===== src/rtl/seg_capture_encoder.sv =====
// seg_capture_encoder
// Watches a multiplexed active-low 7-segment bus plus its one-hot digit
// selects and recovers the hex nibble shown on each digit. A digit is taken
// once its (select, pattern) pair has been stable for STABLE_CYCLES samples.
module seg_capture_encoder #(
   parameter int NUM_DIGITS     = 4,
   parameter int STABLE_CYCLES  = 8,
   parameter int TIMEOUT_CYCLES = 65535
) (
   input  logic                    clk,
   input  logic                    rst_n,
   input  logic                    start,
   input  logic [6:0]              seg_n,
   input  logic [NUM_DIGITS-1:0]   dig_sel,
   output logic                    busy,
   output logic [4*NUM_DIGITS-1:0] value,
   output logic [NUM_DIGITS-1:0]   digit_valid,
   output logic [NUM_DIGITS-1:0]   digit_blank,
   output logic                    done,
   output logic                    err,
   output logic [2:0]              err_digit,
   output logic                    timeout
);

   localparam int CW = $clog2(STABLE_CYCLES + 1);
   localparam int TW = $clog2(TIMEOUT_CYCLES + 1);
   localparam logic [CW-1:0] STABLE_C = CW'(STABLE_CYCLES);
   localparam logic [TW-1:0] TO_C     = TW'(TIMEOUT_CYCLES);

   localparam logic [1:0] S_IDLE    = 2'd0;
   localparam logic [1:0] S_CAPTURE = 2'd1;
   localparam logic [1:0] S_DONE    = 2'd2;

   logic [1:0]              r_state;
   logic [NUM_DIGITS-1:0]   r_sel, r_prev_sel;
   logic [6:0]              r_seg, r_prev_seg;
   logic [CW-1:0]           r_cnt;
   logic [TW-1:0]           r_to;
   logic [4*NUM_DIGITS-1:0] r_value;
   logic [NUM_DIGITS-1:0]   r_valid, r_blank;
   logic                    r_err, r_timeout;
   logic [2:0]              r_err_digit;

   logic                    w_onehot, w_same, w_reach, w_accept, w_any_take;
   logic [CW-1:0]           w_cnt_next;
   logic [2:0]              w_idx;
   logic [NUM_DIGITS-1:0]   w_take, w_valid_next;
   logic [5:0]              w_dec;
   logic                    w_legal, w_blank_pat;
   logic [3:0]              w_nib;

   // Pattern lookup: returns {legal, blank, nibble}; anything unlisted is illegal.
   function automatic logic [5:0] decode(input logic [6:0] p);
      case (p)
         7'h01: decode = 6'b10_0000;
         7'h4F: decode = 6'b10_0001;
         7'h12: decode = 6'b10_0010;
         7'h06: decode = 6'b10_0011;
         7'h4C: decode = 6'b10_0100;
         7'h24: decode = 6'b10_0101;
         7'h20: decode = 6'b10_0110;
         7'h0F: decode = 6'b10_0111;
         7'h00: decode = 6'b10_1000;
         7'h04: decode = 6'b10_1001;
         7'h08: decode = 6'b10_1010;
         7'h60: decode = 6'b10_1011;
         7'h31: decode = 6'b10_1100;
         7'h42: decode = 6'b10_1101;
         7'h30: decode = 6'b10_1110;
         7'h38: decode = 6'b10_1111;
         7'h7F: decode = 6'b01_0000;
         default: decode = 6'b00_0000;
      endcase
   endfunction

   assign w_dec       = decode(r_seg);
   assign w_legal     = w_dec[5];
   assign w_blank_pat = w_dec[4];
   assign w_nib       = w_dec[3:0];

   assign w_onehot = (r_sel != '0) && ((r_sel & (r_sel - 1'b1)) == '0);
   assign w_same   = (r_sel == r_prev_sel) && (r_seg == r_prev_seg);

   // Counter reaches the threshold on this edge (first time only; saturation does not re-trigger).
   assign w_reach  = w_onehot && (w_same ? (r_cnt == STABLE_C - 1'b1) : (STABLE_C == CW'(1)));
   assign w_accept = (r_state == S_CAPTURE) && w_reach;

   // Stability counter next value: zero on bad select, restart at 1 whenever the sample changes.
   always_comb begin
      w_cnt_next = '0;
      if (w_onehot) begin
         if (w_same)
            w_cnt_next = (r_cnt == STABLE_C) ? r_cnt : r_cnt + 1'b1;
         else
            w_cnt_next = CW'(1);
      end
   end

   // Index of the selected digit (only meaningful when the select is one-hot).
   always_comb begin
      w_idx = '0;
      for (int i = 0; i < NUM_DIGITS; i++)
         if (r_sel[i]) w_idx = 3'(i);
   end

   genvar gi;
   generate
      for (gi = 0; gi < NUM_DIGITS; gi++) begin : g_take
         assign w_take[gi] = w_accept & r_sel[gi] & ~r_valid[gi];
      end
   endgenerate

   assign w_any_take   = |w_take;
   assign w_valid_next = r_valid | w_take;

   // Input sampling stage: one register for the bus, one more for the previous sample.
   always_ff @(posedge clk) begin
      if (!rst_n) begin
         r_sel      <= '0;
         r_seg      <= '0;
         r_prev_sel <= '0;
         r_prev_seg <= '0;
      end else begin
         r_sel      <= dig_sel;
         r_seg      <= seg_n;
         r_prev_sel <= r_sel;
         r_prev_seg <= r_seg;
      end
   end

   // Frame control, digit acceptance, and event pulses.
   always_ff @(posedge clk) begin
      if (!rst_n) begin
         r_state     <= S_IDLE;
         r_cnt       <= '0;
         r_to        <= '0;
         r_value     <= '0;
         r_valid     <= '0;
         r_blank     <= '0;
         r_err       <= 1'b0;
         r_err_digit <= '0;
         r_timeout   <= 1'b0;
      end else begin
         r_err     <= 1'b0;
         r_timeout <= 1'b0;
         r_cnt     <= '0;
         case (r_state)
            S_IDLE: begin
               if (start) begin
                  r_state     <= S_CAPTURE;
                  r_value     <= '0;
                  r_valid     <= '0;
                  r_blank     <= '0;
                  r_to        <= '0;
                  r_err_digit <= '0;
               end
            end
            S_CAPTURE: begin
               r_cnt <= w_cnt_next;
               r_to  <= r_to + 1'b1;
               for (int i = 0; i < NUM_DIGITS; i++) begin
                  if (w_take[i]) begin
                     r_valid[i]       <= 1'b1;
                     r_blank[i]       <= w_blank_pat;
                     r_value[4*i +: 4] <= w_legal ? w_nib : 4'h0;
                  end
               end
               if (w_any_take && !w_legal && !w_blank_pat) begin
                  r_err       <= 1'b1;
                  r_err_digit <= w_idx;
               end
               // A frame completing on the timeout edge still finishes as done.
               if (&r_valid)
                  r_state <= S_DONE;
               else if ((r_to + 1'b1 == TO_C) && !(&w_valid_next)) begin
                  r_state   <= S_IDLE;
                  r_timeout <= 1'b1;
               end
            end
            S_DONE:  r_state <= S_IDLE;
            default: r_state <= S_IDLE;
         endcase
      end
   end

   assign busy        = (r_state == S_CAPTURE);
   assign done        = (r_state == S_DONE);
   assign value       = r_value;
   assign digit_valid = r_valid;
   assign digit_blank = r_blank;
   assign err         = r_err;
   assign err_digit   = r_err_digit;
   assign timeout     = r_timeout;

endmodule


===== config.mk =====
export PLATFORM = sky130hd
export DESIGN_NAME = seg_capture_encoder
export DESIGN_NICKNAME = d
export VERILOG_FILES = /design/src/rtl/seg_capture_encoder.sv
export SDC_FILE = /design/constraint.sdc
export NUM_CORES = 1
export LEC_CHECK = 0
export ABC_AREA = 1
export CORE_ASPECT_RATIO = 1.25
export CORE_MARGIN = 2
export CORE_UTILIZATION = 55
export DETAILED_ROUTE_END_ITERATION = 10
export PLACE_DENSITY = 0.79
export SETUP_SLACK_MARGIN = 0.3
export SYNTH_ARGS = -nofsm -noshare
export SYNTH_HDL_FRONTEND = slang
export SYNTH_SLANG_ARGS = --single-unit

===== constraint.sdc =====
create_clock -name clk -period 2.4 [get_ports clk]
set_clock_uncertainty 0.1 [all_clocks]
set_input_delay 0.36 -clock clk [delete_from_list [all_inputs] [get_ports clk]]
set_output_delay 0.36 -clock clk [all_outputs]
set_load 0.1 [all_outputs]

### Word-level counts from Yosys, hierarchy flattened

Index checks and enable logic that the tools add are counted.

| storage, ports and cells | value |
|---|---|
| memories | 0 |
| bits in latches | 0 |
| logic and storage cells | 137 |
| flip-flop bits (word level) | 73 |
| output and inout bits | 31 |
| RAM bits | 0 |
| ROM bits | 0 |

| cells by class | value |
|---|---|
| add/sub/neg operators | 3 |
| $lt $le $gt $ge | 0 |
| muxes and demuxes | 35 |
| divide/modulo/power cells | 0 |
| multipliers | 0 |
| eq/ne operators | 31 |
| reductions and logical operators | 29 |
| bitwise operators | 16 |
| shift operators | 0 |

Operators by type and width:

| kind | number |
|---|---|
| $pmux W6 S17 | 1 |
| $pmux W16 S2 | 2 |
| $eq A7 B6 Y1 const B | 5 |
| $eq A7 B7 Y1 const B | 5 |
| $mux W4 | 6 |
| $reduce_and A3 Y1 | 6 |
| $add A16 B1 Y16 const B | 1 |
| $eq A16 B16 Y1 const B | 1 |
| $mux W16 | 1 |
| $pmux W4 S2 | 2 |
| $eq A7 B3 Y1 const B | 2 |
| $eq A7 B4 Y1 const B | 2 |
| $mux W1 | 14 |
| $mux W3 | 4 |
| $reduce_and A4 Y1 | 3 |
| $ne A2 B1 Y1 const B | 5 |
| $and A1 B1 Y1 | 8 |
| $eq A7 B1 Y1 const B | 1 |
| $eq A7 B5 Y1 const B | 1 |
| $eq A7 B7 Y1 | 1 |
| $logic_and A1 B1 Y1 | 7 |
| $logic_not A7 Y1 | 1 |
| $mux W2 | 3 |
| $not A1 Y1 | 6 |
| 21 further kinds | 26 |

### Longest topological paths before layout

| depth | value |
|---|---|
| depth after elaboration | 15 |
| mapped depth | 15 |
| mapped depth without buffers | 14 |

### Least setup slack after synthesis

OpenSTA, ideal clock, no wires.

| timing | value |
|---|---|
| path kind | reg2reg |
| start | register r_state[0] |
| end | register r_err_digit[0], in the netlist err_digit[0] |
| data required time | 2.188 ns |
| slack | 0.258 ns |
| library setup time | 0.112 ns |
| cell stages (with the launch flop) | 14 |
| buffers on the path | 0 |
| arrival time | 1.930 ns |
| path through | dfxtp_1 inv_2 nor2_4 inv_4 nor2_4 nand2_2 nor2_8 nand4_2 nand2_1 o21ai_2 nand2_1 nand2_1 nand2_1 nand2_1 |

| on the way | value |
|---|---|
| longest elaborated chain between the ends | 9 |
| elaborated cells between the ends (all ways) | 19 |
| classes of those cells | eq/ne: 3; mux: 1; bitwise: 8; reduce/logical: 7 |

RTL lines:

| element | line | RTL |
|---|---|---|
| start: declaration | 34 | `logic [1:0] r_state;` |
| start signal: assignment | 134 | `r_state <= S_IDLE;` |
| start signal: assignment | 150 | `r_state <= S_CAPTURE;` |
| start signal: assignment | 174 | `r_state <= S_DONE;` |
| $eq A2 B1 Y1 (*) | n/a |  |
| net busy | 15 | `output logic busy,` |
| $logic_and A1 B1 Y1 | 86 | `assign w_accept = (r_state == S_CAPTURE) && w_reach;` |
| $and A1 B1 Y1 (2 in a row) | 109 | `assign w_take[gi] = w_accept & r_sel[gi] & ~r_valid[gi];` |
| $reduce_or A4 Y1 | 113 | `assign w_any_take = \|w_take;` |
| $logic_and A1 B1 Y1 (2 in a row) | 168 | `if (w_any_take && !w_legal && !w_blank_pat) begin` |
| $ne A2 B1 Y1 (no line) | n/a |  |
| $reduce_and A3 Y1 (no line) | n/a |  |
| end signal: assignment | 170 | `r_err_digit <= w_idx;` |
| end: declaration | 42 | `logic [2:0] r_err_digit;` |

Mark *: on every way through the listed nets, which the timed path passes. The rest lies on a longest branch.
A chain may end at the register's enable or synchronous reset.

### Final worst setup path

| timing | value |
|---|---|
| start | register r_seg[4] |
| end | register r_timeout, in the netlist timeout |

| on the way | value |
|---|---|
| longest elaborated chain between the ends | 12 |
| elaborated cells between the ends (all ways) | 18 |
| classes of those cells | eq/ne: 1; mux: 2; bitwise: 9; reduce/logical: 6 |

RTL lines:

| element | line | RTL |
|---|---|---|
| start: declaration | 36 | `logic [6:0] r_seg, r_prev_seg;` |
| start signal: assignment | 125 | `r_seg <= seg_n;` |
| $eq A7 B7 Y1 (*) | 82 | `assign w_same = (r_sel == r_prev_sel) && (r_seg == r_prev_seg);` |
| $logic_and A1 B1 Y1 (*) | 82 |  |
| $mux W1 (*) | 85 | `assign w_reach = w_onehot && (w_same ? (r_cnt == STABLE_C - 1'b1) : (STABLE_C == CW'(1)));` |
| $logic_and A1 B1 Y1 (*) | 85 |  |
| $logic_and A1 B1 Y1 (*) | 86 |  |
| $and A1 B1 Y1 (2 in a row) | 109 |  |
| $or A4 B4 Y4 (*) | 114 | `assign w_valid_next = r_valid \| w_take;` |
| $reduce_and A4 Y1 (*) | 175 | `else if ((r_to + 1'b1 == TO_C) && !(&w_valid_next)) begin` |
| $logic_not A1 Y1 (*) | 175 |  |
| $logic_and A1 B1 Y1 (*) | 175 |  |
| $mux W1 (*) | 175 |  |
| end signal: assignment | 142 | `r_timeout <= 1'b0;` |
| end signal: assignment | 145 | `r_timeout <= 1'b0;` |
| end signal: assignment | 177 | `r_timeout <= 1'b1;` |
| end: declaration | 41 | `logic r_err, r_timeout;` |

Every way passes the cells marked *; elsewhere a longest branch is shown, timed or not.

==> flow_summary.ini <==
[grt]
grt_max_degree = 35
grt_pass1_vias = 3219
grt_usage_pct = 24.6
antenna_found_initial = 0
grt_pass1_wl_mm = 14.0
grt-ovfl-total = 0

[worst_hold_path]
holdCritStartpoint = value[7]
holdPathStages = 2
whs_endpoint = value[7]
hp-class = register to register

[synth]
synth_edf_count = 0
netlist-cell-type-count = 34
synth.avg_cell_area_um2 = 6.86
yosysTopAreaCellShare_pct = 40.4
synth_nets = 538
syn_inst = 520
yosysTopAreaCell = dfxtp_1
synth_area_leaders = dfxtp_1, nand2_1, inv_1
synth_area_um2 = 3560
yosysWarnings = 0
synth_seq_area_share_pct = 40.4
ys_async_sr_fraction_pct = 0
ys_ff_latch = 72
yosys_most_used_dff = dfxtp_1

[sta]
hold_viol_final = 0
tns_ps = 0
rsz0062_at_grt = yes
setup_viol = 0
fin_crit_sh_pct = 81.0
fmax_ghz = 0.515
drv_slew = 0
period_needed_ps = 1940
setup_slack_ps = 457
worstMarginPinSlew_ps = 538
slew_headroom_pct = 63.8

[die]
start_util_pct = 57.4
die_area_um2 = 7150
io_pins = 45
core_area_um2 = 6210
num_rows = 32
die_height_um = 94.0
die_width_um = 76.0

[finish]
antennaDiodeCount = 0
drive_gt1_share_pct = 19.7
nFillCells = 559
fin_nets = 589
final_util_pct = 68.8
syn_to_final_growth_pct = 19.8
final_area_um2 = 4270

[placement]
placed_area_um2 = 4030
port-buffer-count = 43
hpwl_mm = 6.36
gp_congestion = 0.958
preCtsSetupSlack_ps = 374

[critical_path]
cp.required_ps = 2550
end_kind = register
worst_ep_arrival_time_ps = 2100
reg2reg_to = timeout
start_kind = register
reg2regPathDepth = 15
worst-path-max-fanout = 6
rrSetupSlack_ps = 460
r2r_start = r_seg[4]
crit_type = register to register

[power_and_ir_drop]
max-vdd-ir-drop_v = 0.000518
p_leak_nw = 2.00
power_frac_seq_pct = 48.0
p_int_mw = 1.85
p_sw_share_pct = 30.5
power_density_nw_per_um2 = 624
combinationalPowerShare_pct = 16.2
clkPwrFrac_pct = 35.9
switching_power_uw = 813

[routing]
viasPerCell = 5.11
ant_nets = 0
vias = 3373
drc = 0
wl_per_cell_um = 12.7
dr.pass1.iters = 5
drt_iter0_drc = 104
wirelength_mm = 8.39

[clock_tree]
cts_tree = yes
cts-root-buf = clkbuf_8
clock_path_buffers = 2
cts-hold-fix-buffers = 0
clock-sinks = 72
htree_num_levels = 3
clk_latency_ps = 350
cts_buffers = 9
clk_pin_slew_worst_paths_ps = 80

[outcome]
status = finished, final reports clean

[job]
max_cap_violations = 0
## power by group through the flow
stage | Sequential [mW] | Clock (mW) | Combinational, mW
3_3_place_gp | 1.30 | 0 | 0.422
4_1_cts | 1.28 | 0.971 | 0.429
3_5_place_dp | 1.30 | 0 | 0.428
2_1_floorplan | 1.43 | 0 | 0.190
6_report | 1.28 | 0.956 | 0.431
5_1_grt | 1.29 | 1.02 | 0.466
## critical path: stages (launching register included)
cell and delay (ps):
dfxtp_2 350, inv_2 80, nand2_1 50, nand2_1 60, nand2_1 40, nor2_1 180, nand2_2 130, nor2_8 170
buf_2 170, nand3_1 70, nand2_1 60, nand2_1 70, nor2_1 130, nor2_1 50, nand3b_1 80, nor2_1 40
## stage by stage
| step | total power [mW] | std cells | hold slack, ps |
|---|---|---|---|
| 5_1_grt | 2.77 | 660 | 399 |
| 3_5_place_dp | 1.73 | 643 | 355 |
| 2_1_floorplan | 1.62 | 520 | 358 |
| 6_report | 2.67 | 660 | 367 |
| 3_3_place_gp | 1.72 | 643 | 350 |
| 4_1_cts | 2.68 | 658 | 367 |
## layer usage
metal  routed length (um)  track usage (%)  vias up
met5                    0                0        -
met4                  218             13.2        0
met3                  341             5.00       16
met2                 4410             45.4       88
met1                 3430             26.7     1526
li1                     -                -     1743
## flip-flops by register name (all words and copies together) (netlist names)
name         flops
r_to            16
value           16
r_prev_seg       7
r_seg            7
digit_blank      4
digit_valid      4
r_cnt            4
r_prev_sel       4
r_sel            4
err_digit        2
r_state          2
err              1
timeout          1
## cell families after synthesis
| family | share of synthesized area [%] |
|---|---|
| adders and majority gates | 1.40 |
| DFF | 40.4 |
| xor gates and xnor gates | 2.95 |
| AOI/OAI and AO/OA | 9.76 |
| and+or+nand+nor | 35.0 |
| other | 0.105 |
| buffers and inverters | 10.4 |
## worst max path at each step
stage,startpoint,endpoint,cells after the start
3_3_place_gp,r_sel[2],err_digit[0],12
3_5_place_dp,r_sel[2],err_digit[0],11
4_1_cts,r_sel[2],err_digit[0],11
5_1_grt,r_seg[0],r_state[0],14
2_1_floorplan,r_state[0],err_digit[0],13
6_report,r_seg[4],timeout,15
## placed cells by master, fill, tap and decap left out, types with 2 or more instances in the layout
cell             instances
nand4_1                 10
inv_2                   14
dfxtp_2                 13
ha_1                     3
a21oi_1                 22
inv_1                   67
nor3_2                   4
o21ai_1                 16
clkinv_2                 2
o22ai_1                 10
xor2_1                  11
nor4_1                   5
nor2_2                   6
nand2_2                  8
nor3_1                   5
nand3_1                 24
nand2_1                135
nor2_1                  59
clkdlybuf4s50_1         13
dfxtp_1                 59
o21ai_0                 14
nand3b_1                 3
nor2_4                   4
clkbuf_8                10
buf_4                   38
nor2_8                   2
nand4_2                  4
## synthesized netlist by cell type (5+ instances only)
library cell and count:
a21oi_1 22, clkbuf_1 7, dfxtp_1 72, inv_1 67, inv_2 14, nand2_1 136, nand2_2 7, nand3_1 24
nand4_1 10, nor2_1 63, nor3_1 7, nor4_1 5, o21ai_0 15, o21ai_1 15, o22ai_1 10, xor2_1 11
## cell type report
class	count	area (um^2)	share of cell area (%)
tap	85	106	2.49
clock inverter	5	56.3	1.32
multi-input combinational	353	1780	41.6
timing repair buffer	52	420	9.84
sequential	72	1460	34.1
inverter	83	314	7.35
clock buffer	10	138	3.22
## timing repair
| item | 4_1_cts | 5_1_grt |
|---|---|---|
| resized for setup | 0 | 21 |
| setup endpoints to repair | 0 | 23 |
| buffers inserted | 0 | 2 |
(Power assumes the default switching activity.)
